--- src/rtl/mem_wb_pipe.sv ---
// rtl/mem_wb_pipe.sv - MEM/WB valid/ready pipeline stage with skid buffer
// Formats load data, selects the writeback source, and counts retired beats.
module mem_wb_pipe #(
  parameter int XLEN    = 64,
  parameter int RADDR_W = 5,
  parameter int CNT_W   = 32
) (
  input  logic                      clk,
  input  logic                      rst_n,
  input  logic                      flush,
  input  logic                      in_valid,
  output logic                      in_ready,
  input  logic [XLEN-1:0]           in_alu_data,
  input  logic [XLEN-1:0]           in_mem_rdata,
  input  logic [XLEN-1:0]           in_link_data,
  input  logic [1:0]                in_wb_sel,
  input  logic [$clog2(XLEN/8)-1:0] in_byte_off,
  input  logic [1:0]                in_ld_size,
  input  logic                      in_ld_unsigned,
  input  logic [RADDR_W-1:0]        in_rd,
  input  logic                      in_regwrite,
  output logic                      out_valid,
  input  logic                      out_ready,
  output logic [XLEN-1:0]           out_wb_data,
  output logic [RADDR_W-1:0]        out_rd,
  output logic                      out_regwrite,
  output logic [RADDR_W-1:0]        fwd_rd,
  output logic                      fwd_regwrite,
  output logic [XLEN-1:0]           fwd_data,
  output logic [CNT_W-1:0]          retire_cnt
);

  localparam int OFF_W = $clog2(XLEN/8);

  typedef enum logic [1:0] {S_EMPTY, S_ONE, S_FULL} state_t;

  typedef struct packed {
    logic [XLEN-1:0]    data;
    logic [RADDR_W-1:0] rd;
    logic               rw;
  } beat_t;

  state_t           r_state;
  beat_t            r_main;
  beat_t            r_skid;
  logic [CNT_W-1:0] r_cnt;

  logic [OFF_W-1:0] w_off;
  logic [XLEN-1:0]  w_sh;
  logic [XLEN-1:0]  w_ld;
  beat_t            w_in_beat;
  logic             w_accept;
  logic             w_drain;

  // Sub-size accesses snap the offset down to their natural alignment.
  always_comb begin
    w_off = in_byte_off;
    case (in_ld_size)
      2'd0: w_off = in_byte_off;
      2'd1: w_off[0] = 1'b0;
      2'd2: w_off[1:0] = 2'b00;
      default: w_off = '0;
    endcase
  end

  assign w_sh = in_mem_rdata >> {w_off, 3'b000};

  // Size 3 on a 32-bit datapath resolves to the full word, i.e. a word load.
  always_comb begin
    w_ld = w_sh;
    case (in_ld_size)
      2'd0: begin
        w_ld = {XLEN{~in_ld_unsigned & w_sh[7]}};
        w_ld[7:0] = w_sh[7:0];
      end
      2'd1: begin
        w_ld = {XLEN{~in_ld_unsigned & w_sh[15]}};
        w_ld[15:0] = w_sh[15:0];
      end
      2'd2: begin
        w_ld = {XLEN{~in_ld_unsigned & w_sh[31]}};
        w_ld[31:0] = w_sh[31:0];
      end
      default: w_ld = w_sh;
    endcase
  end

  always_comb begin
    case (in_wb_sel)
      2'b01:   w_in_beat.data = w_ld;
      2'b10:   w_in_beat.data = in_link_data;
      default: w_in_beat.data = in_alu_data;
    endcase
    w_in_beat.rd = in_rd;
    w_in_beat.rw = in_regwrite & (in_rd != '0);
  end

  assign in_ready  = (r_state != S_FULL);
  assign out_valid = (r_state != S_EMPTY);
  assign w_accept  = in_valid & in_ready;
  assign w_drain   = out_valid & out_ready;

  always_ff @(posedge clk or negedge rst_n) begin
    if (!rst_n) begin
      r_state <= S_EMPTY;
      r_main  <= '0;
      r_skid  <= '0;
      r_cnt   <= '0;
    end else begin
      if (w_drain)
        r_cnt <= r_cnt + CNT_W'(1);
      if (flush) begin
        r_state <= S_EMPTY;
      end else begin
        case (r_state)
          S_EMPTY: begin
            if (w_accept) begin
              r_main  <= w_in_beat;
              r_state <= S_ONE;
            end
          end
          S_ONE: begin
            if (w_accept && !w_drain) begin
              r_skid  <= w_in_beat;
              r_state <= S_FULL;
            end else if (w_accept && w_drain) begin
              r_main <= w_in_beat;
            end else if (w_drain) begin
              r_state <= S_EMPTY;
            end
          end
          S_FULL: begin
            if (w_drain) begin
              r_main  <= r_skid;
              r_state <= S_ONE;
            end
          end
          default: r_state <= S_EMPTY;
        endcase
      end
    end
  end

  assign out_wb_data  = r_main.data;
  assign out_rd       = r_main.rd;
  assign out_regwrite = r_main.rw;
  assign fwd_rd       = r_main.rd;
  assign fwd_data     = r_main.data;
  assign fwd_regwrite = out_valid & r_main.rw;
  assign retire_cnt   = r_cnt;

endmodule

--- config.mk ---
export PLATFORM = sky130hd
export DESIGN_NAME = mem_wb_pipe
export DESIGN_NICKNAME = d
export VERILOG_FILES = /design/src/rtl/mem_wb_pipe.sv
export SDC_FILE = /design/constraint.sdc
export NUM_CORES = 1
export LEC_CHECK = 0
export BUFFER_PORTS_ARGS = -buffer_cell sky130_fd_sc_hd__buf_2
export CORE_ASPECT_RATIO = 0.8
export CORE_UTILIZATION = 45
export DETAILED_ROUTE_END_ITERATION = 8
export HOLD_SLACK_MARGIN = 0.12
export PLACE_DENSITY = 0.73
export SKIP_CTS_REPAIR_TIMING = 1
export SYNTH_ARGS = -nofsm -noshare
export SYNTH_HDL_FRONTEND = slang
export SYNTH_SLANG_ARGS = --single-unit
--- constraint.sdc ---
create_clock -name clk -period 2.5 [get_ports clk]
set_input_delay 0.125 -clock clk [delete_from_list [all_inputs] [get_ports clk]]
set_output_delay 0.125 -clock clk [all_outputs]
set_load 0.02 [all_outputs]
== Yosys cells after proc, flatten, opt, wreduce, memory -nomap -nowiden ==
Cells that the tools add are included.
Word-level totals
  output and inout port bits: 174
  bits of input ports: 211
  register bits after elaboration: 174
  logic and storage cells: 64
Cells by class
  muxes and demuxes: 17
  reductions and logical operators: 13
  $add $sub $neg: 1
  equal/unequal tests: 15
  shift operators: 1
  bitwise logic cells: 9
Operators with widths (number)
  $mux W70: 4
  $pmux W70 S3: 1
  $pmux W64 S3: 1
  $pmux W64 S2: 1
  $shr A64 B6 Y64: 1
  $add A32 B1 Y32 const B: 1
  $mux W2: 6
  $ne A2 B2 Y1 const B: 5
  $ne A4 B4 Y1 const B: 2
  $and A1 B1 Y1: 7
  $eq A2 B1 Y1 const B: 3
  $eq A2 B2 Y1 const B: 3
  $ne A3 B3 Y1 const B: 2
  $pmux W2 S3: 1
  $reduce_and A6 Y1: 1
  $reduce_bool A5 Y1: 1
  $logic_not A2 Y1: 2
  $reduce_and A4 Y1: 1
  $mux W1: 3
  $reduce_and A3 Y1: 1
  $reduce_bool A3 Y1: 1
  $reduce_or A3 Y1: 1
  $logic_and A1 B1 Y1: 2
  $not A1 Y1: 2
  3 further kinds: 3

== Depth between registers and ports, before layout ==
  depth in word-level cells: 10
  mapped depth: 12
  depth with buffers taken out: 7

== Least setup slack after synthesis ==
No wires, ideal clock.
  path type: register to register
  start: reg r_state[1]
  end: reg r_cnt[31], in the netlist retire_cnt[31]
  cell stages (with the launch flop): 8
  data arrival time: 2.117 ns
  setup time: 0.079 ns
  slack: 0.304 ns
  buffers on the path: 0
  data required time: 2.421 ns
  cell sequence: dfrtp_1 or2_2 nand2_1 nor4_1 nor2b_1 nand3_1 nor3_1 xor2_1
On the way
  cells in the longest elaborated chain, start to end: 2
Ends and longest elaborated chain
  start: declaration: line 43  | state_t r_state;
  start signal: assignment: line 105  | r_state <= S_EMPTY;
  start signal: assignment: line 113  | r_state <= S_EMPTY;
  start signal: assignment: line 119  | r_state <= S_ONE;
  $reduce_bool A2 Y1: line 99  | assign out_valid = (r_state != S_EMPTY);
  named net out_valid: line 22  | output logic out_valid,
  $and A1 B1 Y1: line 101  | assign w_drain = out_valid & out_ready;
  end signal: assignment: line 111  | r_cnt <= r_cnt + CNT_W'(1);
  end: declaration: line 46  | logic [CNT_W-1:0] r_cnt;
The timed path passes the listed nets, and every way through them passes these cells.
A chain may end at the register's enable or synchronous reset.

== Final worst setup path ==
  start: in in_ld_size[1]
  end: reg r_skid[28] (netlist bit)
On the way
  cells in the longest elaborated chain, start to end: 7
  elaborated cells between the ends (all ways): 13
Ends and longest elaborated chain
  start: declaration: line 18  | input logic [1:0] in_ld_size,
  $eq A2 B2 Y1 (tied with other cells): line 58, 71
  $reduce_or A3 Y1 (no line) or $reduce_or A2 Y1 (tied branches)
  $mux W1: line 58  | case (in_ld_size)
  $shr A64 B6 Y64: line 66  | assign w_sh = in_mem_rdata >> {w_off, 3'b000};
  $and A1 B1 Y1, on equally long branches: line 77, 73
  $pmux W64 S3 *: line 71  | case (in_ld_size)
  $pmux W64 S2 *: line 89  | case (in_wb_sel)
  end signal: assignment: line 124  | r_skid <= w_in_beat;
  end: declaration: line 45  | beat_t r_skid;
Mark *: on every way between the ends. The rest lies on a longest branch, timed or not.

==> impl_summary.log <==
[metrics] aggregate global routing overflow: 0
[metrics] net switching power of the design: 3.88 mW
[metrics] area growth from synthesis to layout: 28.6%
[metrics] transition at the pin with the smallest max-transition slack: 611 ps
[metrics] hpwl dp: 30900 um
[metrics] number of cell rows: 50
[metrics] largest family of logic cells by synthesized area: compound AO/OA/AOI/OAI gates
[metrics] count of buffers inserted at the top-level ports: 384
[metrics] Syn Nets: 1473
[metrics] peak ir drop on the vdd network: 0.000485 V
[metrics] unique cell type count in the Yosys netlist: 63
[metrics] clock buffer count from CTS: 17
[metrics] static leakage power: 6.81 nW
[metrics] # placed instances: 1843
[metrics] Net Sw Frac: 38.8%
[metrics] Post-synth EDFFs: 0
[metrics] Yosys warning total: 0
[metrics] number of cells produced by synthesis: 1259
[metrics] total via count in the routed design: 11600
[metrics] startpoint kind of the worst setup timing path: input port
[metrics] overall die area: 25200 sq um
[metrics] worst reg2reg setup slack: 450 ps
[metrics] initial antenna violation count: 5
[metrics] area fraction in compound gates after synthesis: 26.3%
[metrics] CP Data Arrival Time: 2360 ps
[metrics] post-DR vias/cell: 6.00
[metrics] result of the run: complete, no violations
[metrics] worst-path cell chain: buf_2, buf_4, nor2b_1, buf_4, nand3_1, o2111ai_1, o21ai_2, buf_4, o22ai_2, a211oi_1, buf_4, o21ai_0
[metrics] number of nets in the final layout: 1825
[metrics] count of fill cells added during filler insertion: 2132
[metrics] hold violation total from the final report: 0
[metrics] number of max-cap violations: 0
[metrics] die boundary height: 142 um
[metrics] CTS tree: done
[metrics] CP endpoint kind: register
[metrics] total number of clock tree sinks: 174
[metrics] Max Root-Sink Buffers: 2
[metrics] proportion of register bits with asynchronous set or reset after synthesis: 100%
[metrics] endpoint required time on the critical path: 2800 ps
[metrics] count of antenna-violating nets left after detailed routing: 0
[metrics] relative slew slack: 59.2%
[metrics] number of register bits inferred by synthesis: 174
[metrics] Initial Utilization: 46.6%
[metrics] residual DRC count: 0
[metrics] most instantiated flip-flop cell in the synthesis netlist: dfrtp_1
[metrics] number of cells on the worst hold path: 3
[metrics] share of synthesized area spent on multiplexers: 5.26%
[metrics] Max Fclk: 484 MHz
[metrics] RSZ-0062 raised after global routing: no
[metrics] CTS HTree Levels: 4
[metrics] final setup vio count: 0
[metrics] most numerous cell on the critical path: buf_4
[metrics] sequential group share of total power: 39.1%
[metrics] iteration count of the initial detailed-routing pass: 6
[metrics] Non-Filler Instances: 1941
[metrics] die width: 177 um
[metrics] Comb power frac: 33.1%
[metrics] adder-cell area share of the yosys netlist: 0.339%
[metrics] sequential area share after synthesis: 39.3%
[metrics] Worst R2R Start: r_state[0]$_DFFE_PN0P_
[metrics] reg2reg end: retire_cnt[31]$_DFFE_PN0P_
[metrics] largest incremental delay on the critical path: 500 ps
[metrics] Slowest-stage cell, CP: a211oi_1
[metrics] maximum number of pins on one net before global-route repair: 131
[metrics] XOR/XNOR Fraction of Synth Area: 2.45%
[metrics] internal power: 6.11 mW
[metrics] Max Clock Skew: 12.6 ps
[metrics] power density normalized to cell area: 702 nW/um^2
[metrics] vias in the first global route: 10500
[metrics] wire length of the first global-routing pass: 61700 um
[metrics] share of Yosys cell area claimed by the top area cell type: 39.3%
[metrics] Boundary Pins: 385
[metrics] share of the clock period used by the worst path: 82.7%
[metrics] Clk network pwr share: 27.8%
[metrics] startpoint of the lowest-slack hold path: in_alu_data[2]
[metrics] wire length per cell after detailed routing: 21.7 um
[metrics] number of violations reported at the end of detailed-routing iteration 0: 1309
[metrics] area of the core: 23800 sq um
[metrics] hold path endpoint: r_skid[8]$_DFFE_PN0P_
[metrics] total routing usage reported by global routing: 32.3%
[metrics] clock-pin slew reported for the worst setup and hold paths after clock tree synthesis: 80 ps
[metrics] Synth Cell Area: 11100 sq um
[metrics] Post-Synth Simple-Gate Area: 16.8%
[metrics] post-layout min period: 2070 ps
[metrics] cell type with the highest aggregate area in the netlist: dfrtp_1
[metrics] class of the worst hold path: input port to register
[metrics] aggregate routed wire length: 42100 um
[metrics] Clk Latency, worst-skew pair: 430 ps
[metrics] top post-synthesis cells by area: dfrtp_1 39%, nand2_1 6.1%, o31ai_1 5.1%
[metrics] start-to-end type of the worst setup path: input port to register
[metrics] root buf cell: clkbuf_16
[metrics] count of cells along the worst register-to-register path: 7
[metrics] count of pins over their slew limit: 0
[metrics] routability-driven placement congestion ratio: 1.01
[metrics] setup_tns: 0 ps
[metrics] Avg Cell Area, Syn: 8.79 sq um
[metrics] proportion of layout cells with a drive suffix above 1: 33.4%
[metrics] peak fanout along the critical path: 15
==> stage by stage <==
| step | total power [mW] | worst slack [ps] | util [%] | area [sq um] | hold WS (ps) |
|---|---|---|---|---|---|
| finish | 9.99 | 433 | 59.9 | 14200 | 42.6 |
| global route | 10.4 | 191 | 59.9 | 14200 | 123 |
| CTS | 9.89 | 433 | 57.3 | 13600 | -319 |
| detailed placement | 7.14 | 94.1 | 54.7 | 13000 | 143 |
| global placement | 7.05 | 117 | 54.7 | 13000 | 139 |
| floorplan | 6.06 | 304 | - | 11100 | -171 |
==> routing by layer <==
metal	global-route usage, %	up-vias	wire length, um
met4	9.45	0	1200
li1	-	5219	-
met3	5.66	104	3800
met1	45.7	5622	17800
met5	0	-	0
met2	50.3	693	19300
==> how the worst max path moves through the flow <==
stage,from,end,slack [ps],depth (start not counted)
finish,in_ld_size[1],r_skid[28]$_DFFE_PN0P_,430,12
CTS,r_state[0]$_DFFE_PN0P_,retire_cnt[31]$_DFFE_PN0P_,430,7
detailed placement,in_ld_size[0],fwd_data[22]$_DFFE_PN0P_,90,11
global placement,in_ld_size[0],r_skid[28]$_DFFE_PN0P_,120,11
floorplan,r_state[1]$_DFFE_PN0P_,retire_cnt[31]$_DFFE_PN0P_,300,7
global route,r_state[0]$_DFFE_PN0P_,retire_cnt[31]$_DFFE_PN0P_,190,7
==> kinds of logic after synthesis <==
family / Yosys count
XOR/XNOR: 31
flip-flops: 174
buffers and inverters: 192
multiplexers: 48
AND/OR/NAND/NOR: 397
AO/OA/AOI/OAI: 414
adder cells (fa/ha/maj): 3
==> placed cells by master, fill, tap and decap left out, types with 17 or more instances in the layout <==
master	n
a21oi_1	111
and3_1	57
dfrtp_1	174
o21a_1	37
buf_4	56
o211ai_1	23
nor2_1	68
buf_2	383
xnor2_1	25
nand2_1	180
clkbuf_16	17
dlygate4sd3_1	61
nand3_1	27
mux2i_1	33
a2111oi_2	30
o21ai_0	73
o31ai_1	75
==> state kept, by name (all words and copies together), names as in the netlist <==
name and count:
out_regwrite 1, fwd_data 64, retire_cnt 32, r_skid 70
fwd_rd 5, r_state 2
==> power groups by stage <==
| stage | clock network [mW] | logic, mW | registers [mW] |
|---|---|---|---|
| floorplan | 0 | 1.89 | 4.17 |
| global placement | 0 | 3.14 | 3.91 |
| detailed placement | 0 | 3.19 | 3.95 |
| CTS | 2.80 | 3.20 | 3.89 |
| global route | 2.90 | 3.57 | 3.98 |
| finish | 2.78 | 3.30 | 3.90 |
==> worst max-delay path, delay by kind of cell <==
kind	cells	cell delay, ps
AOI/OAI and AO/OA	5	970
buffers and inverters	5	1070
and+or+nand+nor	2	180
==> area by class of cell <==
| type | count | area, sq um | area share (%) |
|---|---|---|---|
| timing repair buffer | 508 | 3100 | 21.8 |
| inverter | 17 | 63.8 | 0.448 |
| antenna | 5 | 12.5 | 0.0879 |
| multi-input combinational | 893 | 5700 | 40.1 |
| clock inverter | 14 | 171 | 1.20 |
| clock buffer | 18 | 439 | 3.09 |
| tap | 312 | 390 | 2.74 |
| sequential | 174 | 4350 | 30.6 |
==> cells in the mapped netlist (23+ instances only) <==
cell,n
clkbuf_1,83
a2111oi_2,30
a21oi_1,111
o211ai_1,23
mux2i_1,33
nand3_1,27
nor2_1,70
buf_4,74
and3_1,57
o21a_1,37
o31ai_1,75
dfrtp_1,174
xnor2_1,25
nand2_1,181
o21ai_0,73
(Power assumes the default switching activity.)
